===== src/rtl/bcd2bin_if.sv =====
// Handshake and data bundle between the keypad entry logic (master) and the
// BCD-to-binary converter (slave).
interface bcd2bin_if #(
    parameter int DIGITS = 3,
    parameter int BIN_W  = 10
);
    logic                  start;
    logic [4*DIGITS-1:0]   bcd_in;
    logic                  busy;
    logic                  done;
    logic [BIN_W-1:0]      bin_out;
    logic                  err;
    logic                  ovf;

    modport master (
        output start, bcd_in,
        input  busy, done, bin_out, err, ovf
    );

    modport slave (
        input  start, bcd_in,
        output busy, done, bin_out, err, ovf
    );
endinterface


===== src/rtl/bcd2bin_seq.sv =====
// Sequential BCD-to-binary converter: one digit per clock, most significant
// digit first, with start/busy/done handshake and invalid-digit / range flags.
module bcd2bin_seq #(
    parameter int DIGITS  = 3,
    parameter int BIN_W   = 10,
    parameter int MAX_VAL = 127
) (
    input  logic      clk,
    input  logic      res_n,
    bcd2bin_if.slave  bus
);
    localparam int IDX_W = (DIGITS > 1) ? $clog2(DIGITS) : 1;
    localparam logic [BIN_W-1:0] MAX_BIN = BIN_W'(MAX_VAL);

    localparam logic [1:0] IDLE    = 2'd0;
    localparam logic [1:0] CONV    = 2'd1;
    localparam logic [1:0] DONE_ST = 2'd2;

    logic [1:0]          state;
    logic [4*DIGITS-1:0] digits_q;
    logic [IDX_W-1:0]    idx;
    logic [BIN_W-1:0]    acc;
    logic [BIN_W-1:0]    acc_next;
    logic [3:0]          cur_digit;
    logic                any_bad;
    logic                busy_q;
    logic                done_q;
    logic                err_q;
    logic                ovf_q;
    logic [BIN_W-1:0]    bin_q;

    // NOTE: every variable written in always_comb gets a default first, so no
    // path leaves it unassigned and no latch is inferred.
    always_comb begin
        any_bad = 1'b0;
        for (int i = 0; i < DIGITS; i++) begin
            if (bus.bcd_in[4*i +: 4] > 4'd9) any_bad = 1'b1;
        end
    end

    always_comb begin
        cur_digit = 4'd0;
        for (int i = 0; i < DIGITS; i++) begin
            if (idx == IDX_W'(i)) cur_digit = digits_q[4*i +: 4];
        end
    end

    // acc*10 as shift-and-add; BIN_W is wide enough that no bits are lost.
    assign acc_next = (acc << 3) + (acc << 1) + BIN_W'(cur_digit);

    // NOTE: sequential state uses non-blocking assignments so every register
    // samples the pre-edge values of the others.
    always_ff @(posedge clk or negedge res_n) begin
        if (!res_n) begin
            // NOTE: the digit register is reset too, so an abandoned conversion
            // leaves no stale operand behind.
            state    <= IDLE;
            digits_q <= '0;
            idx      <= '0;
            acc      <= '0;
            busy_q   <= 1'b0;
            done_q   <= 1'b0;
            err_q    <= 1'b0;
            ovf_q    <= 1'b0;
            bin_q    <= '0;
        end else begin
            done_q <= 1'b0;
            case (state)
                IDLE, DONE_ST: begin
                    if (bus.start) begin
                        digits_q <= bus.bcd_in;
                        if (any_bad) begin
                            state  <= DONE_ST;
                            done_q <= 1'b1;
                            err_q  <= 1'b1;
                            ovf_q  <= 1'b0;
                            bin_q  <= '0;
                            busy_q <= 1'b0;
                        end else begin
                            state  <= CONV;
                            acc    <= '0;
                            idx    <= IDX_W'(DIGITS - 1);
                            busy_q <= 1'b1;
                        end
                    end else begin
                        state <= IDLE;
                    end
                end
                CONV: begin
                    acc <= acc_next;
                    idx <= idx - IDX_W'(1);
                    if (idx == '0) begin
                        state  <= DONE_ST;
                        bin_q  <= acc_next;
                        ovf_q  <= (acc_next > MAX_BIN);
                        err_q  <= 1'b0;
                        busy_q <= 1'b0;
                        done_q <= 1'b1;
                    end
                end
                default: state <= IDLE;
            endcase
        end
    end

    assign bus.busy    = busy_q;
    assign bus.done    = done_q;
    assign bus.err     = err_q;
    assign bus.ovf     = ovf_q;
    assign bus.bin_out = bin_q;
endmodule


===== src/flat_wrapper.sv =====
// flat-port wrapper written by rule: the top's interface ports become plain ports
module bcd2bin_seq_flat 
#(
    parameter int DIGITS  = 3,
    parameter int BIN_W   = 10,
    parameter int MAX_VAL = 127
)
  (clk, res_n, bus_start, bus_bcd_in, bus_busy, bus_done, bus_bin_out, bus_err, bus_ovf);
  bcd2bin_if #(.DIGITS(DIGITS), .BIN_W(BIN_W)) bus_i ();
  input  logic clk;
  input  logic res_n;
  input wire logic [$bits(bus_i.start)-1:0] bus_start;
  input wire logic [$bits(bus_i.bcd_in)-1:0] bus_bcd_in;
  output wire logic [$bits(bus_i.busy)-1:0] bus_busy;
  output wire logic [$bits(bus_i.done)-1:0] bus_done;
  output wire logic [$bits(bus_i.bin_out)-1:0] bus_bin_out;
  output wire logic [$bits(bus_i.err)-1:0] bus_err;
  output wire logic [$bits(bus_i.ovf)-1:0] bus_ovf;
  assign bus_i.start = bus_start;
  assign bus_i.bcd_in = bus_bcd_in;
  assign bus_busy = bus_i.busy;
  assign bus_done = bus_i.done;
  assign bus_bin_out = bus_i.bin_out;
  assign bus_err = bus_i.err;
  assign bus_ovf = bus_i.ovf;
  bcd2bin_seq #(.DIGITS(DIGITS), .BIN_W(BIN_W), .MAX_VAL(MAX_VAL)) u_core (.clk(clk), .res_n(res_n), .bus(bus_i));
endmodule

===== config.mk =====
export PLATFORM = sky130hd
export DESIGN_NAME = bcd2bin_seq_flat
export DESIGN_NICKNAME = d
export VERILOG_FILES = /design/src/rtl/bcd2bin_if.sv /design/src/rtl/bcd2bin_seq.sv /design/src/flat_wrapper.sv
export SDC_FILE = /design/constraint.sdc
export NUM_CORES = 1
export LEC_CHECK = 0
export CELL_PAD_IN_SITES_DETAIL_PLACEMENT = 1
export CELL_PAD_IN_SITES_GLOBAL_PLACEMENT = 1
export CORE_MARGIN = 2
export CORE_UTILIZATION = 43
export DETAILED_ROUTE_END_ITERATION = 10
export HOLD_SLACK_MARGIN = 0.06
export PLACE_DENSITY_LB_ADDON = 0.1
export SLEW_MARGIN = 5
export SYNTH_ARGS = -nofsm -noshare
export SYNTH_HDL_FRONTEND = slang
export SYNTH_SLANG_ARGS = --single-unit

===== constraint.sdc =====
create_clock -name clk -period 4.32 [get_ports clk]
set_input_delay 1.08 -clock clk [delete_from_list [all_inputs] [get_ports clk]]
set_output_delay 1.08 -clock clk [all_outputs]
set_load 0.03 [all_outputs]

# Word level (Yosys, flattened, before mapping)
# Cells that the tools add are included.
# word_totals
ff_bits	39
latchBits	0
elab_cells	67
output_inout_bits	14
n_memories	0
rom_bits	0
mem_bits_rw	0
# classes
shift	0
n_lt_le_gt_ge	4
n_div	0
bitwise	0
n_addsub	3
muxes	35
n_reduce_logical	8
eq_ne	8
n_mul	0
# ops
cell	n
two-way mux 10 bit	3
one-hot mux 10 bit (2 select lines)	1
two-way mux 9 bit	2
one-hot mux 9 bit (2 select lines)	1
two-way mux 1 bit	14
> comparator 4 bit (second input constant)	3
two-way mux 4 bit	3
adder 10 bit	1
adder 10 x 4 -> 10 bit	1
> comparator 10 x 7 -> 1 bit (second input constant)	1
two-way mux 2 bit	5
one-hot mux 1 bit (2 select lines)	4
one-hot mux 2 bit (2 select lines)	2
AND reduction 3 bit	2
== test 2 x 1 -> 1 bit (second input constant)	2
== test 2 bit (second input constant)	2
zero test 2 bit	2
inequality test 2 x 1 -> 1 bit (second input constant)	2
inequality test 2 bit (second input constant)	2
AND reduction 4 bit	1
AND reduction 2 bit	1
nonzero test 2 bit	1
OR reduction 2 bit	1
subtractor 2 x 1 -> 2 bit (second input constant)	1

# Longest topological paths before layout
# Gate-level depths: netlist of run 1.
# depth
ltp_word	8
ltp_mapped	14
ltp_nobuf	13

# Worst setup path before layout of run 1
# OpenSTA, ideal clock, no wires.
# synth_timing
kind	reg2reg
startpoint	register u_core.idx[0]
endpoint	register u_core.bin_q[8], in the netlist u_core.bus.bin_out[8]
path_stages_with_launch	14
t_arrival_ps	2877
required_time_ps	4202
path_buffers	0
slack_ps	1324
setup_time_ps	118
cell_sequence	dfrtp_1 -> inv_1 -> ha_1 -> nand2_1 -> nor2_1 -> a21oi_1 -> o21ai_0 -> fa_1 -> fa_1 -> a211oi_2 -> or4_4 -> o2111ai_2 -> nor3b_2 -> a21o_1
# synth_via
elab_chain_cells	7
# synth_lines
element	line_no	source
start, declared	bcd2bin_seq.sv:21	logic [IDX_W-1:0] idx;
start signal, assigned	bcd2bin_seq.sv:82	idx <= IDX_W'(DIGITS - 1);
start signal, assigned	bcd2bin_seq.sv:91	idx <= idx - IDX_W'(1);
zero test 2 bit	bcd2bin_seq.sv:44, bcd2bin_seq.sv:92	
two-way mux 4 bit (3 in a row)	bcd2bin_seq.sv:44	if (idx == IDX_W'(i)) cur_digit = digits_q[4*i +: 4];
adder 10 x 4 -> 10 bit	bcd2bin_seq.sv:49	assign acc_next = (acc << 3) + (acc << 1) + BIN_W'(cur_digit);
two-way mux 10 bit	bcd2bin_seq.sv:92	if (idx == '0) begin
one-hot mux 10 bit (2 select lines)	bcd2bin_seq.sv:68	case (state)
end signal, assigned	bcd2bin_seq.sv:94	bin_q <= acc_next;
end, declared	bcd2bin_seq.sv:30	logic [BIN_W-1:0] bin_q;
# Parallel ways exist; a longest one is shown, timed or not. The select of a mux whose other input is x is not followed.
# A chain may end at the register's enable or synchronous reset.

# Final worst setup path of run 1
# Same ends and word-level chain as after synthesis.

==> results of run 1 <==
[cells by family (layout without fill, tap and decap cells)]
family | after synthesis | in the layout | share of synthesized area
buffers and inverters | 12 | 42 | 0.0344
DFF | 39 | 39 | 0.462
xor gates and xnor gates | 4 | 4 | 0.0166
adders and majority gates | 19 | 19 | 0.120
muxes | 13 | 13 | 0.0694
and+or+nand+nor | 50 | 50 | 0.129
AOI/OAI and AO/OA | 51 | 51 | 0.168
[flip-flops by register name, indices dropped and copies added, names as in the netlist]
| register | count |
|---|---|
| u_core.bus.busy | 1 |
| u_core.digits_q | 12 |
| u_core.bus.err | 1 |
| u_core.bus.ovf | 1 |
| u_core.idx | 2 |
| u_core.bus.bin_out | 10 |
| u_core.acc | 9 |
| u_core.state | 2 |
| u_core.bus.done | 1 |
[worst paths after layout]
kind | endpoint | slack, ns
min reg2reg | u_core.bus.bin_out[7]$_DFFE_PN0P_ | 0.49
max in group asynchronous | u_core.bus.bin_out[0]$_DFFE_PN0P_ | 2.89
max | u_core.bus.bin_out[8]$_DFFE_PN0P_ | 0.99
max reg2reg | u_core.bus.bin_out[8]$_DFFE_PN0P_ | 0.99
min | u_core.bus.bin_out[7]$_DFFE_PN0P_ | 0.49
min in group asynchronous | u_core.bus.bin_out[6]$_DFFE_PN0P_ | 0.88
[power breakdown]
group	internal (uW)	switching (uW)
clock	113	134
sequential	487	90.1
combinational	429	556
[cell type report]
type / instances / share of cell area
multi-input cells: 137 / 0.424
flip-flops and latches: 39 / 0.390
clock buffers: 6 / 0.0290
well taps: 67 / 0.0335
repair buffers: 28 / 0.110
clock inverters: 2 / 0.00500
inverters: 6 / 0.00899
[worst max-delay path, stage by stage (launching register included)]
cell and delay [ns]:
dfrtp_1 0.42, inv_1 0.09, ha_1 0.22, nor2b_1 0.24
a22oi_1 0.10, o21ai_0 0.20, ha_1 0.27, ha_1 0.24
fa_1 0.45, a211oi_2 0.32, or4_4 0.18, o2111ai_2 0.13
nor3b_2 0.19, a21o_1 0.16
[per-stage QoR]
stage	cell area [um2]	hold WS [ns]	utilization	cells	power (uW)
floorplan	2110	0.470	-	188	1310
global placement	2420	0.463	0.512	277	1530
detailed placement	2420	0.475	0.512	277	1580
CTS	2500	0.492	0.530	285	1830
global route	2500	0.509	0.530	285	1960
finish	2500	0.486	0.530	285	1810
[metal layers]
layer / share of wire / global-route usage / vias up
met5: 0 / 0 / -
met4: 0.029 / 0.0949 / 0
met3: 0.033 / 0.0474 / 12
met2: 0.56 / 0.384 / 30
met1: 0.38 / 0.205 / 776
li1: - / - / 733
[cell usage after synthesis (3+ instances only)]
cell type / instances / area [um2]
dfrtp_1: 39 / 976
nand2_1: 27 / 101
ha_1: 17 / 213
o21ai_0: 16 / 80.1
mux2_2: 13 / 146
a21o_1: 6 / 45.0
a22o_1: 6 / 52.6
a21oi_1: 5 / 25.0
inv_1: 5 / 18.8
a22oi_1: 4 / 30.0
nor2_1: 3 / 11.3
xnor2_1: 3 / 26.3
==> impl_metrics.yaml, run 1 <==
synth:
  synth_ff_type: "dfrtp_1"
  yosys_register_bits: 39
  syn_avg_cell_area_um2: 11.2
  yosysWarnings: 0
  synth_edf_count: 0
  syn_inst: 188
  ys_types: 43
  synthArstFlopShare: 1.00
  synthesis.nets: 222
  netlist_area_um2: 2110
  seq_area_frac_synth: 0.462
timing:
  setup_violations: 0
  setup_tns_ns: 0
  fin_crit_sh: 0.771
  slew_viol_final: 0
  fin_crit_ns: 3.33
  worst_slack_ns: 0.989
  slew_headroom: 0.432
  worst_pin_slew_ns: 0.852
  grt_setup_unrepaired: "no"
  hold_viol_final: 0
  fin_worst_skew_ns: 0.0134
  fmax_mhz: 300
power:
  peakVddDrop_uv: 323
  cellPowerDensity_nw_per_um2: 722
  cellLeakagePower_uw: 0.00117
clock_tree:
  htreeDepth: 2
  root_buffer: "clkbuf_8"
  cts.path.max_buffers: 2
  cts_resized: 0
  insertion_delay_ns: 0.30
  cts_hold_buf: 0
  cts.sinks: 39
  path_clk_slew_ns: 0.08
  cts-buffers-inserted: 5
  post_cts_buffers: 0
  cts_tree: "done"
setup_path:
  startpoint: "u_core.idx[0]$_DFFE_PN0P_"
  worstPathRequired_ns: 4.51
  crit_arrival_ns: 3.52
  regToRegStartpoint: "u_core.idx[0]$_DFFE_PN0P_"
  worstSetupEndpointType: "flip-flop"
  r2r_cells: 13
  path_class: "flip-flop to flip-flop"
  cp_max_fo: 5
  cp-start-kind: "flip-flop"
place:
  portBuffers: 28
  gp_congestion: 0.834
  place_ws_ns: 1.01
  hpwl_um: 3870
layout:
  drive_gt1_frac: 0.151
  area.sequential_um2: 976
  synthToLayoutAreaGrowth_pct: 18.7
  layout_common_cells: "dfrtp_1, nand2_1, clkdlybuf4s50_1, ha_1, o21ai_0"
  finalNetCount: 251
  layout_commonest_cell: "dfrtp_1"
  nFillCells: 511
  multi_input_area_um2: 1060
  n_antenna_cell: 0
grt:
  grt.overflow.total: 0
  grt_pass1_wl_um: 8020
  track_usage: 0.201
  first_global_vias: 1697
  grt_max_degree: 40
  antenna_found_initial: 0
floorplanning:
  initial_utilization: 0.447
  die-width_um: 74.1
  io_pins: 29
  die-area_um2: 5480
  die_y_um: 74.1
  row_count: 25
  coreArea_um2: 4720
drt:
  drt-vias-per-instance: 5.44
  dr_total_vias: 1551
  ant_nets: 0
  drc: 0
  wl_um: 4940
  dr.first_iter.drc_count: 41
  wire_per_inst_um: 17.3
  drt-pass1-iter-count: 4
outcome:
  status: "completed"
run:
  max-cap-violations: 0
min_path:
  hp-class: "flip-flop to flip-flop"
  hold_depth: 1
  hp-start: "u_core.bus.bin_out[7]$_DFFE_PN0P_"
Note: power is estimated with default switching activity, not from simulation.
==> run 2: changes to the inputs <==
--- a/config.mk
+++ b/config.mk
@@ -8,7 +8,7 @@
 export CELL_PAD_IN_SITES_DETAIL_PLACEMENT = 1
 export CELL_PAD_IN_SITES_GLOBAL_PLACEMENT = 1
 export CORE_MARGIN = 2
-export CORE_UTILIZATION = 43
+export CORE_UTILIZATION = 39
 export DETAILED_ROUTE_END_ITERATION = 10
 export HOLD_SLACK_MARGIN = 0.06
 export PLACE_DENSITY_LB_ADDON = 0.1
==> constraint.sdc (replaced) <==
create_clock -name clk -period 2.75 [get_ports clk]
set_input_delay 0.6875 -clock clk [delete_from_list [all_inputs] [get_ports clk]]
set_output_delay 0.6875 -clock clk [all_outputs]
set_load 0.03 [all_outputs]
==> impl_metrics.yaml, run 2 (synthesis gave the netlist of run 1 again) <==
place:
  placed_cells: 293
  place_ws_ns: -0.356
  hpwl_um: 3880
  gp_congestion: 0.882
  portBuffers: 28
drt:
  wire_per_inst_um: 17.3
  ant_nets: 0
  drc: 0
  dr.first_iter.drc_count: 48
  wl_um: 5310
  drt-pass1-iter-count: 4
  dr_total_vias: 1595
  drt-vias-per-instance: 5.21
clock_tree:
  root_buffer: "clkbuf_8"
  cts.sinks: 39
  cts-buffers-inserted: 5
  htreeDepth: 2
  insertion_delay_ns: 0.30
  cts.path.max_buffers: 2
  cts_tree: "done"
  cts_hold_buf: 0
  path_clk_slew_ns: 0.07
timing:
  fin_worst_skew_ns: 0.00540
  grt_setup_unrepaired: "yes"
  hold_viol_final: 0
  slew_headroom: 0.422
  setup_violations: 9
  worst_pin_slew_ns: 0.867
  fin_crit_ns: 3.01
  fmax_mhz: 333
  hold_slack_ns: 0.478
  worst_slack_ns: -0.255
  slew_viol_final: 0
  setup_tns_ns: -1.25
  fin_crit_sh: 1.09
floorplanning:
  initial_utilization: 0.408
  die-width_um: 77.6
  io_pins: 29
  coreArea_um2: 5170
  die-area_um2: 6020
  row_count: 26
  die_y_um: 77.6
power:
  cellPowerDensity_nw_per_um2: 1200
  peakVddDrop_uv: 449
  cellLeakagePower_uw: 0.00126
layout:
  area.sequential_um2: 977
  finalNetCount: 269
  fin_cells: 306
  largest_register_ff_count: 12
  synthToLayoutAreaGrowth_pct: 33.1
  top_register: "u_core.digits_q"
  drive_gt1_frac: 0.305
  layout_commonest_cell: "dfrtp_1"
  n_antenna_cell: 0
  nFillCells: 531
  multi_input_area_um2: 1220
  layout_common_cells: "dfrtp_1, clkdlybuf4s50_1, nand2_1, buf_4, o21ai_0"
grt:
  antenna_found_initial: 0
  track_usage: 0.186
  grt_max_degree: 40
  grt.overflow.total: 0
  first_global_vias: 1747
  grt_pass1_wl_um: 8570
setup_path:
  cp_max_fo: 5
  worstPathRequired_ns: 2.94
  crit_arrival_ns: 3.20
  startpoint: "u_core.idx[0]$_DFFE_PN0P_"
  path_class: "flip-flop to flip-flop"
  regToRegStartpoint: "u_core.idx[0]$_DFFE_PN0P_"
  cp-start-kind: "flip-flop"
  worstSetupEndpointType: "flip-flop"
  r2r_cells: 12
min_path:
  hold_depth: 1
  hp-class: "flip-flop to flip-flop"
  hp-start: "u_core.bus.err$_DFFE_PN0P_"
outcome:
  status: "complete, but fails checks"
  violations: "setup timing"
run:
  max-cap-violations: 0
-- run 2: final timing paths --
kind	to	slack [ns]
min reg2reg	u_core.bus.err$_DFFE_PN0P_	0.48
min	u_core.bus.err$_DFFE_PN0P_	0.48
max in group asynchronous	u_core.idx[0]$_DFFE_PN0P_	1.65
max reg2reg	u_core.bus.bin_out[8]$_DFFE_PN0P_	-0.26
min in group asynchronous	u_core.bus.bin_out[6]$_DFFE_PN0P_	0.49
max	u_core.bus.bin_out[8]$_DFFE_PN0P_	-0.26
-- run 2: timing repair --
item | CTS | global route
hold endpoints to repair | 0 | 0
gates resized for setup | 18 | 10
pin swaps | 15 | 9
endpoints found under the setup margin | 9 | 12
buffers inserted | 3 | 2
cloned | 0 | 0
-- run 2: area by class of cell --
class | count | area share
clock inverters | 2 | 0.00445
inverters | 6 | 0.00801
flip-flops and latches | 39 | 0.348
multi-input cells | 137 | 0.434
clock buffers | 6 | 0.0258
well taps | 70 | 0.0312
repair buffers | 46 | 0.149
-- run 2: power breakdown --
part	internal, uW	switching (uW)
registers	767	153
clock network	177	205
logic	1010	1070
-- run 2: metal layers --
metal | global-route usage | vias to the layer above | share of wire
met5 | 0 | - | 0
met4 | 0.0821 | 0 | 0.032
met3 | 0.0360 | 12 | 0.031
met2 | 0.343 | 31 | 0.53
met1 | 0.205 | 782 | 0.41
li1 | - | 770 | -
-- run 2: critical path, stage by stage, from the launching register on --
cell and delay (ns):
dfrtp_2 0.45, ha_4 0.20, buf_4 0.14, a22oi_2 0.17
o21ai_2 0.07, ha_1 0.33, ha_4 0.19, fa_2 0.43
a211oi_4 0.25, or4_4 0.18, o2111ai_4 0.14, nor3b_2 0.19
a21o_1 0.15
-- run 2: metrics by stage --
stage | instance area [um2] | utilization | power (uW)
2_1_floorplan | 2120 | - | 2070
3_3_place_gp | 2530 | 0.490 | 2540
3_5_place_dp | 2530 | 0.490 | 2610
4_1_cts | 2730 | 0.528 | 3220
5_1_grt | 2810 | 0.543 | 3640
6_report | 2810 | 0.543 | 3380
==> run 3: changes to the inputs <==
--- a/config.mk
+++ b/config.mk
@@ -7,7 +7,8 @@
 export LEC_CHECK = 0
 export CELL_PAD_IN_SITES_DETAIL_PLACEMENT = 1
 export CELL_PAD_IN_SITES_GLOBAL_PLACEMENT = 1
-export CORE_MARGIN = 2
+export CORE_ASPECT_RATIO = 1.2
+export CORE_MARGIN = 3
 export CORE_UTILIZATION = 39
 export DETAILED_ROUTE_END_ITERATION = 10
 export HOLD_SLACK_MARGIN = 0.06
==> impl_metrics.yaml, run 3 (synthesis gave the netlist of run 1 again) <==
place:
  place_ws_ns: -0.400
  placed_cells: 283
  hpwl_um: 4090
  portBuffers: 28
  gp_congestion: 0.925
run:
  max-cap-violations: 0
setup_path:
  crit_arrival_ns: 3.27
  worstSetupEndpointType: "flip-flop"
  max_stage_delay_ns: 0.43
  cp_max_fo: 5
  path_cells: "buf_6 -> ha_4 -> nor2b_4 -> a22oi_2 -> o21ai_2 -> ha_1 -> ha_2 -> fa_2 -> a211oi_4 -> buf_4 -> o211ai_1 -> o2111ai_4 -> nor3b_2 -> a21o_1"
  r2r_cells: 14
  regToRegSetupSlack_ns: -0.28
  slowest_stage: "dfrtp_1"
  critical-path-top-delay-family: "adder cells"
  cp-start-kind: "flip-flop"
  critPathBufInv: 2
  path_class: "flip-flop to flip-flop"
  worstPathRequired_ns: 2.99
  timing.rr.end: "u_core.bus.bin_out[8]$_DFFE_PN0P_"
  regToRegStartpoint: "u_core.idx[0]$_DFFE_PN0P_"
layout:
  layout_common_cells: "dfrtp_1, clkdlybuf4s50_1, nand2_1, buf_4, mux2_2"
  fin_cells: 298
  top_register: "u_core.digits_q"
  layout_commonest_cell: "dfrtp_1"
  finalNetCount: 271
  largest_register_ff_count: 12
  area.sequential_um2: 976
  multi_input_area_um2: 1210
  n_antenna_cell: 0
  synthToLayoutAreaGrowth_pct: 34.0
  drive_gt1_frac: 0.315
  utilization: 0.557
  nFillCells: 529
grt:
  grt.overflow.total: 0
  grt_max_degree: 40
  track_usage: 0.198
  first_global_vias: 1937
  antenna_found_initial: 0
  grt_pass1_wl_um: 9510
floorplanning:
  die-width_um: 73.2
  initial_utilization: 0.416
  die-area_um2: 6330
  io_pins: 29
  die_y_um: 86.6
  row_count: 28
  coreArea_um2: 5080
drt:
  drt-pass1-iter-count: 4
  met2_length_um: 3260
  dr_total_vias: 1685
  ant_nets: 0
  wl_um: 5820
  met3_length_um: 186
  drt-vias-per-instance: 5.65
  m1WireLength_um: 2150
  drc: 0
  dr.first_iter.drc_count: 72
  wire_per_inst_um: 19.5
  top_layer: "met4"
min_path:
  hp-class: "flip-flop to flip-flop"
  hold_path_end: "u_core.bus.bin_out[7]$_DFFE_PN0P_"
  hp-start: "u_core.bus.bin_out[7]$_DFFE_PN0P_"
  hold_depth: 1
clock_tree:
  path_clk_slew_ns: 0.09
  cts_hold_buf: 0
  cts.sinks: 39
  root_buffer: "clkbuf_8"
  cts.path.max_buffers: 2
  cts_tree: "done"
  htreeDepth: 2
  insertion_delay_ns: 0.29
  cts-buffers-inserted: 5
timing:
  grt_setup_unrepaired: "yes"
  fin_crit_ns: 3.03
  setup_violations: 8
  hold_viol_final: 0
  slew_headroom: 0.410
  slew_viol_final: 0
  worst_slack_ns: -0.277
  setup_tns_ns: -1.68
  fin_crit_sh: 1.10
  fmax_mhz: 330
  worst_pin_slew_ns: 0.885
  fin_worst_skew_ns: 0.00656
power:
  seqPwrFrac: 0.259
  clkPwrFrac: 0.139
  cellLeakagePower_uw: 0.00129
  total_power_uw: 3560
  power.internal_uw: 2060
  comb_power_share: 0.602
  switchingPower_uw: 1500
  cellPowerDensity_nw_per_um2: 1260
  peakVddDrop_uv: 417
  switching_share: 0.421
outcome:
  violations: "setup timing"
  status: "complete, but fails checks"
## run 3: repair_timing
| action | CTS | global route |
|---|---|---|
| pin swaps | 12 | 13 |
| gates resized for setup | 21 | 8 |
| setup buffers | 6 | 1 |
| setup endpoints to repair | 9 | 12 |
## run 3: worst register-to-register path, stage by stage (launching register included)
cell and delay, ns:
dfrtp_1 0.43, buf_6 0.14, ha_4 0.18, nor2b_4 0.15, a22oi_2 0.08, o21ai_2 0.14
ha_1 0.25, ha_2 0.19, fa_2 0.43, a211oi_4 0.24, buf_4 0.15, o211ai_1 0.11
o2111ai_4 0.18, nor3b_2 0.22, a21o_1 0.10
## run 3: final cells by class
class | instances | area share
clock inverter | 3 | 0.0155
sequential | 39 | 0.345
timing repair buffer | 48 | 0.153
inverter | 6 | 0.00796
multi-input combinational | 137 | 0.427
clock buffer | 5 | 0.0243
tap | 60 | 0.0265
## run 3: worst max path at each step
stage	startpoint	to	slack (ns)	cells after the start
floorplan	u_core.idx[0]$_DFFE_PN0P_	u_core.bus.bin_out[8]$_DFFE_PN0P_	-0.05	13
global placement	u_core.idx[0]$_DFFE_PN0P_	u_core.bus.bin_out[8]$_DFFE_PN0P_	-0.32	13
detailed placement	u_core.idx[0]$_DFFE_PN0P_	u_core.bus.bin_out[8]$_DFFE_PN0P_	-0.40	13
CTS	u_core.idx[1]$_DFFE_PN0P_	u_core.bus.bin_out[8]$_DFFE_PN0P_	-0.29	14
global route	u_core.idx[1]$_DFFE_PN0P_	u_core.bus.bin_out[7]$_DFFE_PN0P_	-0.41	14
finish	u_core.idx[0]$_DFFE_PN0P_	u_core.bus.bin_out[8]$_DFFE_PN0P_	-0.28	14
## run 3: routing by layer
metal / vias to the layer above / track usage
met5: - / 0
met4: 0 / 0.104
met3: 17 / 0.0313
met2: 52 / 0.372
met1: 844 / 0.204
li1: 772 / -
## run 3: through the flow
| stage | hold WS [ns] | cell area [um2] |
|---|---|---|
| after floorplan | 0.392 | 2120 |
| after global placement | 0.462 | 2520 |
| after detailed placement | 0.474 | 2520 |
| after CTS | 0.494 | 2780 |
| after global routing | 0.505 | 2830 |
| final | 0.490 | 2830 |
## run 3: power by group through the flow
stage / Sequential [uW] / Combinational, uW / Clock (uW)
global route: 943 / 2320 / 527
finish: 922 / 2140 / 493
floorplan: 997 / 1070 / 0
global placement: 913 / 1640 / 0
CTS: 917 / 2010 / 507
detailed placement: 929 / 1710 / 0
